===== src/rtl/usb_fs_rx_frontend_if.sv =====
// Bundle of the USB full-speed receive front-end signals.
// The front end is the master and the packet decoder is the slave.
interface usb_fs_rx_frontend_if;
    logic       usb_p_rx;
    logic       usb_n_rx;
    logic [1:0] line_state;
    logic       pkt_start;
    logic       bit_strobe;
    logic       bit_data;
    logic       pkt_end;
    logic       rx_err;
    logic       usb_reset_det;

    modport master (
        input  usb_p_rx, usb_n_rx,
        output line_state, pkt_start, bit_strobe, bit_data, pkt_end, rx_err, usb_reset_det
    );

    modport slave (
        output usb_p_rx, usb_n_rx,
        input  line_state, pkt_start, bit_strobe, bit_data, pkt_end, rx_err, usb_reset_det
    );
endinterface


===== src/rtl/usb_fs_rx_frontend.sv =====
// USB full-speed receive front end: line synchronizer, 4x oversampled clock recovery,
// NRZI decode, SYNC/EOP framing, bit-unstuffing and bus-reset detection.
module usb_fs_rx_frontend #(
    parameter int unsigned RESET_CYCLES = 120
) (
    input  logic                  clk_48mhz,
    input  logic                  reset,
    usb_fs_rx_frontend_if.master  bus
);

    localparam int unsigned SE0_W = $clog2(RESET_CYCLES + 1);
    localparam logic [1:0] LS_SE0 = 2'b00;
    localparam logic [1:0] LS_J   = 2'b01;
    localparam logic [1:0] LS_K   = 2'b10;
    localparam logic [1:0] LS_SE1 = 2'b11;

    typedef enum logic [1:0] {
        ST_IDLE,
        ST_SYNC,
        ST_DATA,
        ST_EOP
    } state_t;

    logic             p_meta, p_sync, n_meta, n_sync;
    logic [1:0]       line_state;
    logic [1:0]       prev_ls;
    logic [1:0]       phase;
    logic             transition;
    logic             sample;
    logic [SE0_W-1:0] se0_cnt;
    logic             reset_det;

    state_t           state, state_n;
    logic             ref_j, ref_j_n;
    logic [2:0]       zero_cnt, zero_cnt_n;
    logic [2:0]       ones_cnt, ones_cnt_n;
    logic             start_q, strobe_q, data_q, end_q, err_q;
    logic             start_n, strobe_n, data_n, end_n, err_n;

    logic             is_j, is_k, is_se0, is_se1, dec_bit;

    always_ff @(posedge clk_48mhz or posedge reset) begin
        if (reset) begin
            p_meta <= 1'b1;
            p_sync <= 1'b1;
            n_meta <= 1'b0;
            n_sync <= 1'b0;
        end else begin
            p_meta <= bus.usb_p_rx;
            p_sync <= p_meta;
            n_meta <= bus.usb_n_rx;
            n_sync <= n_meta;
        end
    end

    assign line_state = {n_sync, p_sync};

    // Phase reloads on each line change so the sample lands mid-bit two clocks later;
    // a sample that would coincide with a new transition is skipped.
    assign transition = (line_state != prev_ls);
    assign sample     = (phase == 2'd2) && !transition;

    always_ff @(posedge clk_48mhz or posedge reset) begin
        if (reset) begin
            prev_ls <= LS_J;
            phase   <= '0;
        end else begin
            prev_ls <= line_state;
            phase   <= transition ? 2'd1 : phase + 2'd1;
        end
    end

    always_ff @(posedge clk_48mhz or posedge reset) begin
        if (reset) begin
            se0_cnt <= '0;
        end else if (line_state != LS_SE0) begin
            se0_cnt <= '0;
        end else if (se0_cnt != SE0_W'(RESET_CYCLES)) begin
            se0_cnt <= se0_cnt + 1'b1;
        end
    end

    assign reset_det = (se0_cnt == SE0_W'(RESET_CYCLES));

    assign is_j    = (line_state == LS_J);
    assign is_k    = (line_state == LS_K);
    assign is_se0  = (line_state == LS_SE0);
    assign is_se1  = (line_state == LS_SE1);
    assign dec_bit = (is_j == ref_j);

    always_comb begin
        state_n    = state;
        ref_j_n    = ref_j;
        zero_cnt_n = zero_cnt;
        ones_cnt_n = ones_cnt;
        start_n    = 1'b0;
        strobe_n   = 1'b0;
        data_n     = 1'b0;
        end_n      = 1'b0;
        err_n      = 1'b0;

        if (reset_det) begin
            state_n    = ST_IDLE;
            ref_j_n    = 1'b1;
            zero_cnt_n = '0;
            ones_cnt_n = '0;
        end else if (sample) begin
            case (state)
                ST_IDLE: begin
                    if (is_k) begin
                        // The opening K is itself the first SYNC zero.
                        state_n    = ST_SYNC;
                        ref_j_n    = 1'b0;
                        zero_cnt_n = 3'd1;
                    end else begin
                        ref_j_n = 1'b1;
                    end
                end
                ST_SYNC: begin
                    if (is_se1) begin
                        err_n   = 1'b1;
                        state_n = ST_IDLE;
                    end else if (is_se0) begin
                        state_n = ST_IDLE;
                    end else begin
                        ref_j_n = is_j;
                        if (!dec_bit) begin
                            if (zero_cnt != 3'd7) zero_cnt_n = zero_cnt + 3'd1;
                        end else if (zero_cnt >= 3'd5) begin
                            state_n    = ST_DATA;
                            start_n    = 1'b1;
                            ones_cnt_n = '0;
                        end else begin
                            state_n = ST_IDLE;
                        end
                    end
                end
                ST_DATA: begin
                    if (is_se1) begin
                        err_n   = 1'b1;
                        state_n = ST_IDLE;
                    end else if (is_se0) begin
                        state_n = ST_EOP;
                    end else begin
                        ref_j_n = is_j;
                        if (ones_cnt == 3'd6) begin
                            ones_cnt_n = '0;
                            if (dec_bit) begin
                                err_n   = 1'b1;
                                state_n = ST_IDLE;
                            end
                        end else begin
                            strobe_n   = 1'b1;
                            data_n     = dec_bit;
                            ones_cnt_n = dec_bit ? ones_cnt + 3'd1 : 3'd0;
                        end
                    end
                end
                ST_EOP: begin
                    if (is_j) begin
                        end_n   = 1'b1;
                        state_n = ST_IDLE;
                    end else if (!is_se0) begin
                        err_n   = 1'b1;
                        state_n = ST_IDLE;
                    end
                end
                default: state_n = ST_IDLE;
            endcase
        end
    end

    always_ff @(posedge clk_48mhz or posedge reset) begin
        if (reset) begin
            state    <= ST_IDLE;
            ref_j    <= 1'b1;
            zero_cnt <= '0;
            ones_cnt <= '0;
            start_q  <= 1'b0;
            strobe_q <= 1'b0;
            data_q   <= 1'b0;
            end_q    <= 1'b0;
            err_q    <= 1'b0;
        end else begin
            state    <= state_n;
            ref_j    <= ref_j_n;
            zero_cnt <= zero_cnt_n;
            ones_cnt <= ones_cnt_n;
            start_q  <= start_n;
            strobe_q <= strobe_n;
            data_q   <= data_n;
            end_q    <= end_n;
            err_q    <= err_n;
        end
    end

    assign bus.line_state    = line_state;
    assign bus.pkt_start     = start_q;
    assign bus.bit_strobe    = strobe_q;
    assign bus.bit_data      = data_q;
    assign bus.pkt_end       = end_q;
    assign bus.rx_err        = err_q;
    assign bus.usb_reset_det = reset_det;

endmodule


===== src/flat_wrapper.sv =====
// flat-port wrapper written by rule: the top's interface ports become plain ports
module usb_fs_rx_frontend_flat 
#(
    parameter int unsigned RESET_CYCLES = 120
)
  (clk_48mhz, reset, bus_usb_p_rx, bus_usb_n_rx, bus_line_state, bus_pkt_start, bus_bit_strobe, bus_bit_data, bus_pkt_end, bus_rx_err, bus_usb_reset_det);
  usb_fs_rx_frontend_if bus_i ();
  input  logic clk_48mhz;
  input  logic reset;
  input wire logic [$bits(bus_i.usb_p_rx)-1:0] bus_usb_p_rx;
  input wire logic [$bits(bus_i.usb_n_rx)-1:0] bus_usb_n_rx;
  output wire logic [$bits(bus_i.line_state)-1:0] bus_line_state;
  output wire logic [$bits(bus_i.pkt_start)-1:0] bus_pkt_start;
  output wire logic [$bits(bus_i.bit_strobe)-1:0] bus_bit_strobe;
  output wire logic [$bits(bus_i.bit_data)-1:0] bus_bit_data;
  output wire logic [$bits(bus_i.pkt_end)-1:0] bus_pkt_end;
  output wire logic [$bits(bus_i.rx_err)-1:0] bus_rx_err;
  output wire logic [$bits(bus_i.usb_reset_det)-1:0] bus_usb_reset_det;
  assign bus_i.usb_p_rx = bus_usb_p_rx;
  assign bus_i.usb_n_rx = bus_usb_n_rx;
  assign bus_line_state = bus_i.line_state;
  assign bus_pkt_start = bus_i.pkt_start;
  assign bus_bit_strobe = bus_i.bit_strobe;
  assign bus_bit_data = bus_i.bit_data;
  assign bus_pkt_end = bus_i.pkt_end;
  assign bus_rx_err = bus_i.rx_err;
  assign bus_usb_reset_det = bus_i.usb_reset_det;
  usb_fs_rx_frontend #(.RESET_CYCLES(RESET_CYCLES)) u_core (.clk_48mhz(clk_48mhz), .reset(reset), .bus(bus_i));
endmodule

===== config.mk =====
export PLATFORM = sky130hd
export DESIGN_NAME = usb_fs_rx_frontend_flat
export DESIGN_NICKNAME = d
export VERILOG_FILES = /design/src/rtl/usb_fs_rx_frontend_if.sv /design/src/rtl/usb_fs_rx_frontend.sv /design/src/flat_wrapper.sv
export SDC_FILE = /design/constraint.sdc
export NUM_CORES = 1
export LEC_CHECK = 0
export BUFFER_PORTS_ARGS = -buffer_cell sky130_fd_sc_hd__buf_2
export CAP_MARGIN = 20
export CORE_MARGIN = 3
export CORE_UTILIZATION = 59
export CTS_CLUSTER_DIAMETER = 100
export DETAILED_ROUTE_END_ITERATION = 6
export PLACE_DENSITY = 0.78
export REMOVE_ABC_BUFFERS = 1
export SETUP_SLACK_MARGIN = 0.05
export SLEW_MARGIN = 40
export SYNTH_ARGS = -nofsm -noshare
export SYNTH_HDL_FRONTEND = slang
export SYNTH_SLANG_ARGS = --single-unit

===== constraint.sdc =====
create_clock -name clk_48mhz -period 2.2 [get_ports clk_48mhz]
set_input_delay 0.11 -clock clk_48mhz [delete_from_list [all_inputs] [get_ports clk_48mhz]]
set_output_delay 0.11 -clock clk_48mhz [all_outputs]
set_load 0.02 [all_outputs]

==> impl_metrics.py, run 1 <==
metrics = {
    "run_status": {
        "run_status": "completed",
    },
    "setup_path": {
        "cp_num_cells": 6,
        "cp_top_family": "simple AND/OR/NAND/NOR gates",
        "cp-end-kind": "register",
        "slowest_stage": "dfstp_2",
        "cp.required_ns": 2.45,
        "crit_arrival_ns": 2.33,
        "ff2ff_path_depth": 6,
        "slowest_delay_ns": 0.58,
        "crit_fanout": 5,
        "crit_chain": "inv_1 > ha_1 > nor3_1 > a31oi_2 > or4b_1 > a21oi_1",
        "path_buf_inv": 1,
        "start_kind": "register",
        "crit_type": "reg2reg",
    },
    "routing": {
        "viasPerCell": 5.679,
        "drtAntennaViolNets": 0,
        "wl_per_cell_um": 14.43,
        "first_iter_violations": 34,
        "drt-total-wl_mm": 3.059,
        "vias": 1204,
        "drc": 0,
        "drt-pass1-iter-count": 4,
    },
    "yosys": {
        "yosysTopAreaCell": "dfrtp_1",
        "synth.cell_area_sq_um": 1638,
        "yosys.area.top_type_share_pct": 38.20,
        "synth_top_family_by_area": "simple AND/OR/NAND/NOR gates",
        "ys_ff_latch": 29,
        "ys.flop_type": "dfrtp_1",
        "syn_avg_cell_area_sq_um": 10.30,
        "ys_types": 41,
        "ys_async_sr_fraction_pct": 100.0,
        "synth_xor_xnor_area_share_pct": 5.271,
        "synth_commonest_cells": "dfrtp_1 (25), ha_1 (17), nand2_1 (12)",
        "yosysMostFrequentCell": "dfrtp_1",
        "ys_seq_area_share_pct": 44.61,
        "synth_compound_area_share_pct": 11.61,
        "synthSimpleGateAreaFrac_pct": 18.79,
        "yosysWarnings": 0,
        "syn_inst": 159,
        "synth.mux.area_fraction_pct": 2.521,
        "synth.area.top_cells": "dfrtp_1 (38%), ha_1 (13%), dfstp_2 (6.4%)",
        "synth_adder_area_share_pct": 12.99,
        "synth_edf_count": 0,
    },
    "pwr": {
        "pwr-share-comb_pct": 16.8,
        "pwr-share-clk_pct": 31.6,
        "power_leakage_nw": 0.9019,
        "powerDensity_nw_per_um2": 616.7,
        "pwr-share-seq_pct": 51.6,
        "power.internal_w": 0.0008291,
        "max-vdd-ir-drop_mv": 0.6547,
        "p_sw_w": 0.0003237,
        "switching_share_pct": 28.08,
    },
    "cts": {
        "path_clk_slew_ns": 0.09,
        "clock_latency_ns": 0.33,
        "cts_made_buffers": 5,
        "cts.sinks": 29,
        "cts_tree": "yes",
        "cts_buffer_depth": 2,
        "ctsRootBufferMaster": "clkbuf_4",
        "clock_tree.htree_level_count": 2,
    },
    "finish": {
        "areaGrowthSynthToFinish_pct": 14.13,
        "fin_area_sq_um": 1869,
        "num-fill-cells": 203,
        "final_nets": 202,
        "num_antenna_cells": 0,
        "drive_gt1_share_pct": 20.33,
    },
    "placed_design": {
        "dpl_cell_area_sq_um": 1740,
        "hpwl_mm": 2.205,
        "port-buffer-count": 11,
        "place.gp.congestion": 0.8782,
    },
    "worst_hold_path": {
        "hold_depth": 0,
        "hold_class": "reg2reg",
    },
    "timing": {
        "fin_crit_ns": 2.070,
        "setup_tns_ns": 0,
        "finalSetupViolations": 0,
        "fin_crit_sh_pct": 94.10,
        "tightestPinTransition_ns": 0.3925,
        "fmax_ghz": 0.4830,
        "rsz0062_at_grt": "true",
        "fin_worst_skew_ns": 0.005598,
        "hold_violations": 0,
        "maxSlewHeadroom_pct": 73.64,
        "slew_violations": 0,
    },
    "global_route": {
        "grt_max_degree": 30,
        "grt_overflow_total": 0,
        "grt_use_met1_pct": 25.46,
        "grt_pass1_wl_mm": 5.423,
        "grt_pass1_vias": 1242,
        "grt_usage_pct": 21.13,
        "grt_use_met2_pct": 34.93,
        "gr-usage-met3_pct": 7.456,
        "antenna_found_initial": 0,
        "busiest_layer": "met2",
    },
    "die": {
        "die_h_um": 58.69,
        "num_rows": 18,
        "coreArea_sq_um": 2567,
        "initial_utilization_pct": 63.79,
        "dieWidth_um": 58.69,
        "ios": 12,
        "die-area_sq_um": 3444,
    },
    "flow_run": {
        "drv_cap": 0,
    },
}
[flip-flops by register name, summed over array words and instances (netlist names)]
register / cells
u_core.bus.bit_data: 1
u_core.bus.bit_strobe: 1
u_core.bus.pkt_end: 1
u_core.bus.pkt_start: 1
u_core.bus.rx_err: 1
u_core.n_meta: 1
u_core.n_sync: 1
u_core.ones_cnt: 3
u_core.p_meta: 1
u_core.p_sync: 1
u_core.phase: 2
u_core.prev_ls: 2
u_core.ref_j: 1
u_core.se0_cnt: 7
u_core.state: 2
u_core.zero_cnt: 3
[kinds of logic after synthesis]
group,Yosys count
and+or+nand+nor,56
DFF,29
AOI/OAI and AO/OA,28
adders and majority gates,17
buffers and inverters,16
xor gates and xnor gates,9
muxes,4
[per-layer routing]
metal | part of all wire, % | wire length [um]
met1 | 45 | 1387
met2 | 47 | 1439
met3 | 6.0 | 184
met4 | 1.6 | 48
met5 | 0 | 0
[layout by cell type (no fill, tap or decap), types with 2 or more instances in the layout]
master	instances
dfrtp_1	25
ha_1	16
nand2_1	12
buf_2	11
inv_1	10
nand3_1	8
o21ai_0	8
xnor2_1	7
a21oi_1	7
and2_1	6
buf_4	6
nor2_1	5
clkbuf_4	5
nand2b_1	4
and3_1	4
dfstp_2	4
nand3b_1	3
a211oi_1	3
mux2i_1	3
nor3_1	3
dlygate4sd3_1	3
o211a_1	2
o2111ai_1	2
clkbuf_8	2
[per-stage QoR]
step	std cells	setup WS [ns]	power [W]	utilization, %	hold WS [ns]
2_1_floorplan	154	0.04303	0.0007344	-	0.1145
3_3_place_gp	200	0.1461	0.0007718	67.79	0.1868
3_5_place_dp	200	0.08519	0.0007779	67.79	0.1936
4_1_cts	211	0.06176	0.001153	71.69	0.3636
5_1_grt	212	0.02306	0.001223	72.81	0.3676
6_report	212	0.1297	0.001153	72.81	0.3601
[power groups by stage]
stage	Combinational, W	Sequential [W]	Clock (W)
2_1_floorplan	0.000135	0.000599	0
3_3_place_gp	0.000172	0.000599	0
3_5_place_dp	0.000177	0.000601	0
4_1_cts	0.000183	0.000591	0.000379
5_1_grt	0.000223	0.000600	0.000400
6_report	0.000193	0.000595	0.000364
[final timing paths]
path	from	to	slack (ns)
max	u_core.p_sync	u_core.zero_cnt[1]	0.13
max reg2reg	u_core.p_sync	u_core.zero_cnt[1]	0.13
max in group asynchronous	reset	u_core.p_sync	1.52
min reg2reg	u_core.n_meta	u_core.n_sync	0.36
min in group asynchronous	reset	u_core.se0_cnt[1]	0.37
min	u_core.n_meta	u_core.n_sync	0.36
[area by class of cell]
cell class,instances,area (sq um),share of cell area [%]
Clock buffer,7,65.06,3.481
Clock inverter,1,5.005,0.2677
Inverter,11,41.29,2.209
Tap cell,30,37.54,2.008
Timing Repair Buffer,20,130.1,6.961
Sequential cell,29,730.7,39.09
Multi-Input combinational cell,114,859.6,45.98
[repair_timing]
item | in CTS | in global routing
setup buffers | 0 | 1
hold endpoints to repair | 27 | 0
resized for setup | 0 | 5
setup endpoints to repair | 0 | 6
hold buffers | 3 | 0
No activity file was read; power rests on OpenSTA's default activity.
==> run 2, diff against run 1 <==
--- a/config.mk
+++ b/config.mk
@@ -8,10 +8,10 @@
 export BUFFER_PORTS_ARGS = -buffer_cell sky130_fd_sc_hd__buf_2
 export CAP_MARGIN = 20
 export CORE_MARGIN = 3
-export CORE_UTILIZATION = 59
+export CORE_UTILIZATION = 53
 export CTS_CLUSTER_DIAMETER = 100
 export DETAILED_ROUTE_END_ITERATION = 6
-export PLACE_DENSITY = 0.78
+export PLACE_DENSITY = 0.74
 export REMOVE_ABC_BUFFERS = 1
 export SETUP_SLACK_MARGIN = 0.05
 export SLEW_MARGIN = 40
==> constraint.sdc (replaced) <==
create_clock -name clk_48mhz -period 1.7 [get_ports clk_48mhz]
set_input_delay 0.255 -clock clk_48mhz [delete_from_list [all_inputs] [get_ports clk_48mhz]]
set_output_delay 0.255 -clock clk_48mhz [all_outputs]
set_load 0.02 [all_outputs]
==> impl_metrics.py, run 2 (synthesized netlist as in run 1, its figures left out) <==
metrics = {
    "run_status": {
        "run_status": "finished, violations left",
        "violations": "negative setup slack",
    },
    "timing": {
        "finalSetupViolations": 11,
        "fin_crit_ns": 1.893,
        "slew_violations": 0,
        "rsz0062_at_grt": "true",
        "tightestPinTransition_ns": 0.2774,
        "maxSlewHeadroom_pct": 81.21,
        "fin_worst_skew_ns": 0.005454,
        "fin_crit_sh_pct": 111.4,
        "fin_ws_ns": -0.1930,
        "whs_ns": 0.3603,
        "hold_violations": 0,
        "fmax_ghz": 0.5283,
    },
    "cts": {
        "ctsRootBufferMaster": "clkbuf_4",
        "clock_latency_ns": 0.34,
        "cts_made_buffers": 5,
        "cts_tree": "yes",
        "path_clk_slew_ns": 0.09,
        "cts_buffer_depth": 2,
        "cts.sinks": 29,
        "clock_tree.htree_level_count": 2,
    },
    "finish": {
        "largest_register_ffs": 7,
        "final_common_cell": "buf_4",
        "areaGrowthSynthToFinish_pct": 42.78,
        "largest_register": "u_core.se0_cnt",
        "finalNonFillerCells": 246,
        "drive_gt1_share_pct": 47.44,
        "final_nets": 235,
        "top_regs": "u_core.se0_cnt (7), u_core.ones_cnt (3), u_core.zero_cnt (3)",
        "final_cell_mix": "buf_4 (35), dfrtp_1 (25), nand2_1 (10), buf_2 (10)",
        "num_antenna_cells": 0,
    },
    "routing": {
        "drt-total-wl_mm": 4.362,
        "drtAntennaViolNets": 0,
        "first_iter_violations": 68,
        "drc": 0,
        "drt-pass1-iter-count": 4,
        "wl_per_cell_um": 17.73,
        "viasPerCell": 5.898,
        "vias": 1451,
    },
    "pwr": {
        "power_leakage_nw": 1.100,
        "pwr-share-clk_pct": 27.5,
        "pwr-share-comb_pct": 27.5,
        "pwr-share-seq_pct": 45.0,
        "powerDensity_nw_per_um2": 733.8,
        "switching_share_pct": 30.07,
        "power.internal_w": 0.001200,
        "p_sw_w": 0.0005160,
        "max-vdd-ir-drop_mv": 0.6843,
    },
    "setup_path": {
        "crit_arrival_ns": 2.12,
        "crit_type": "reg2reg",
        "cp-end-kind": "register",
        "start_kind": "register",
        "cp.required_ns": 1.93,
        "crit_fanout": 6,
    },
    "die": {
        "die_h_um": 61.59,
        "dieWidth_um": 61.59,
        "coreArea_sq_um": 2853,
        "die-area_sq_um": 3793,
        "num_rows": 19,
        "ios": 12,
        "initial_utilization_pct": 57.41,
    },
    "placed_design": {
        "place_ws_ns": -0.3001,
        "hpwl_mm": 2.565,
        "port-buffer-count": 11,
        "place_inst": 224,
        "place.gp.congestion": 0.8867,
    },
    "worst_hold_path": {
        "hold_class": "reg2reg",
    },
    "global_route": {
        "grt_usage_pct": 25.04,
        "grt_pass1_vias": 1484,
        "grt_overflow_total": 0,
        "grt_pass1_wl_mm": 6.617,
        "grt_max_degree": 30,
        "antenna_found_initial": 0,
    },
    "flow_run": {
        "drv_cap": 0,
    },
}
[run 2: cell types whose count changed in the layout (fill, tap and decap cells not counted), moves of 3 or more]
cell | before | now
buf_4 | 6 | 35
ha_1 | 16 | 8
o21ai_0 | 8 | 2
buf_6 | 0 | 4
ha_2 | 1 | 5
ha_4 | 0 | 4
o21ai_1 | 0 | 4
nor3_1 | 3 | 0
[run 2: power by group through the flow]
stage,combinational [W],clock (W),sequential (W)
after floorplan,0.000175,0,0.000776
after global placement,0.000313,0,0.000770
after detailed placement,0.000321,0,0.000773
after CTS,0.000394,0.000484,0.000769
after global routing,0.000507,0.000512,0.000776
final,0.000472,0.000473,0.000772
[run 2: critical path: stages, from the launching register on]
cell and delay, ns:
dfstp_2 0.59, ha_4 0.17, xor2_4 0.26, o21ai_1 0.17, o211a_1 0.27, buf_4 0.14, o211a_1 0.19
[run 2: through the flow]
step | power (W) | utilization, % | TNS, ns | cell area [sq um]
2_1_floorplan | 0.0009504 | - | -2.826 | 1610
3_3_place_gp | 0.001083 | 67.54 | -1.292 | 1927
3_5_place_dp | 0.001094 | 67.54 | -1.812 | 1927
6_report | 0.001716 | 81.97 | -1.242 | 2338
4_1_cts | 0.001647 | 77.85 | -0.8475 | 2221
5_1_grt | 0.001796 | 81.97 | -2.049 | 2338
[run 2: final cells by class]
cell class / count / area [sq um]
Clock buffer: 7 / 65.06
Multi-Input combinational cell: 114 / 1047
Clock inverter: 1 / 5.005
Timing Repair Buffer: 53 / 407.9
Fill cell: 159 / 514.2
Tap cell: 31 / 38.79
Inverter: 11 / 43.79
Sequential cell: 29 / 730.7
[run 2: what timing repair did]
action,in CTS,in global routing
hold endpoints to repair,26,1
endpoints found under the setup margin,13,16
gates cloned,0,0
resized for setup,33,25
setup buffers,9,3
pin swaps,20,9
hold buffers,2,1
[run 2: final timing paths]
check / startpoint / to / slack [ns] / depth (start not counted)
worst min register to register: u_core.n_meta / u_core.n_sync / 0.36 / 0
min in group asynchronous: reset / u_core.se0_cnt[1] / 0.48 / 4
worst max register to register: u_core.p_sync / u_core.state[0] / -0.19 / 6
worst min-delay path: u_core.n_meta / u_core.n_sync / 0.36 / 0
max in group asynchronous: reset / u_core.prev_ls[0] / 0.99 / 4
worst max-delay path: u_core.p_sync / u_core.state[0] / -0.19 / 6
[run 2: metal layers]
metal	share of wire [%]	GRT usage, %
met4	3.0	16.06
met2	52	42.00
met3	5.4	8.176
met1	40	26.91
met5	0	0
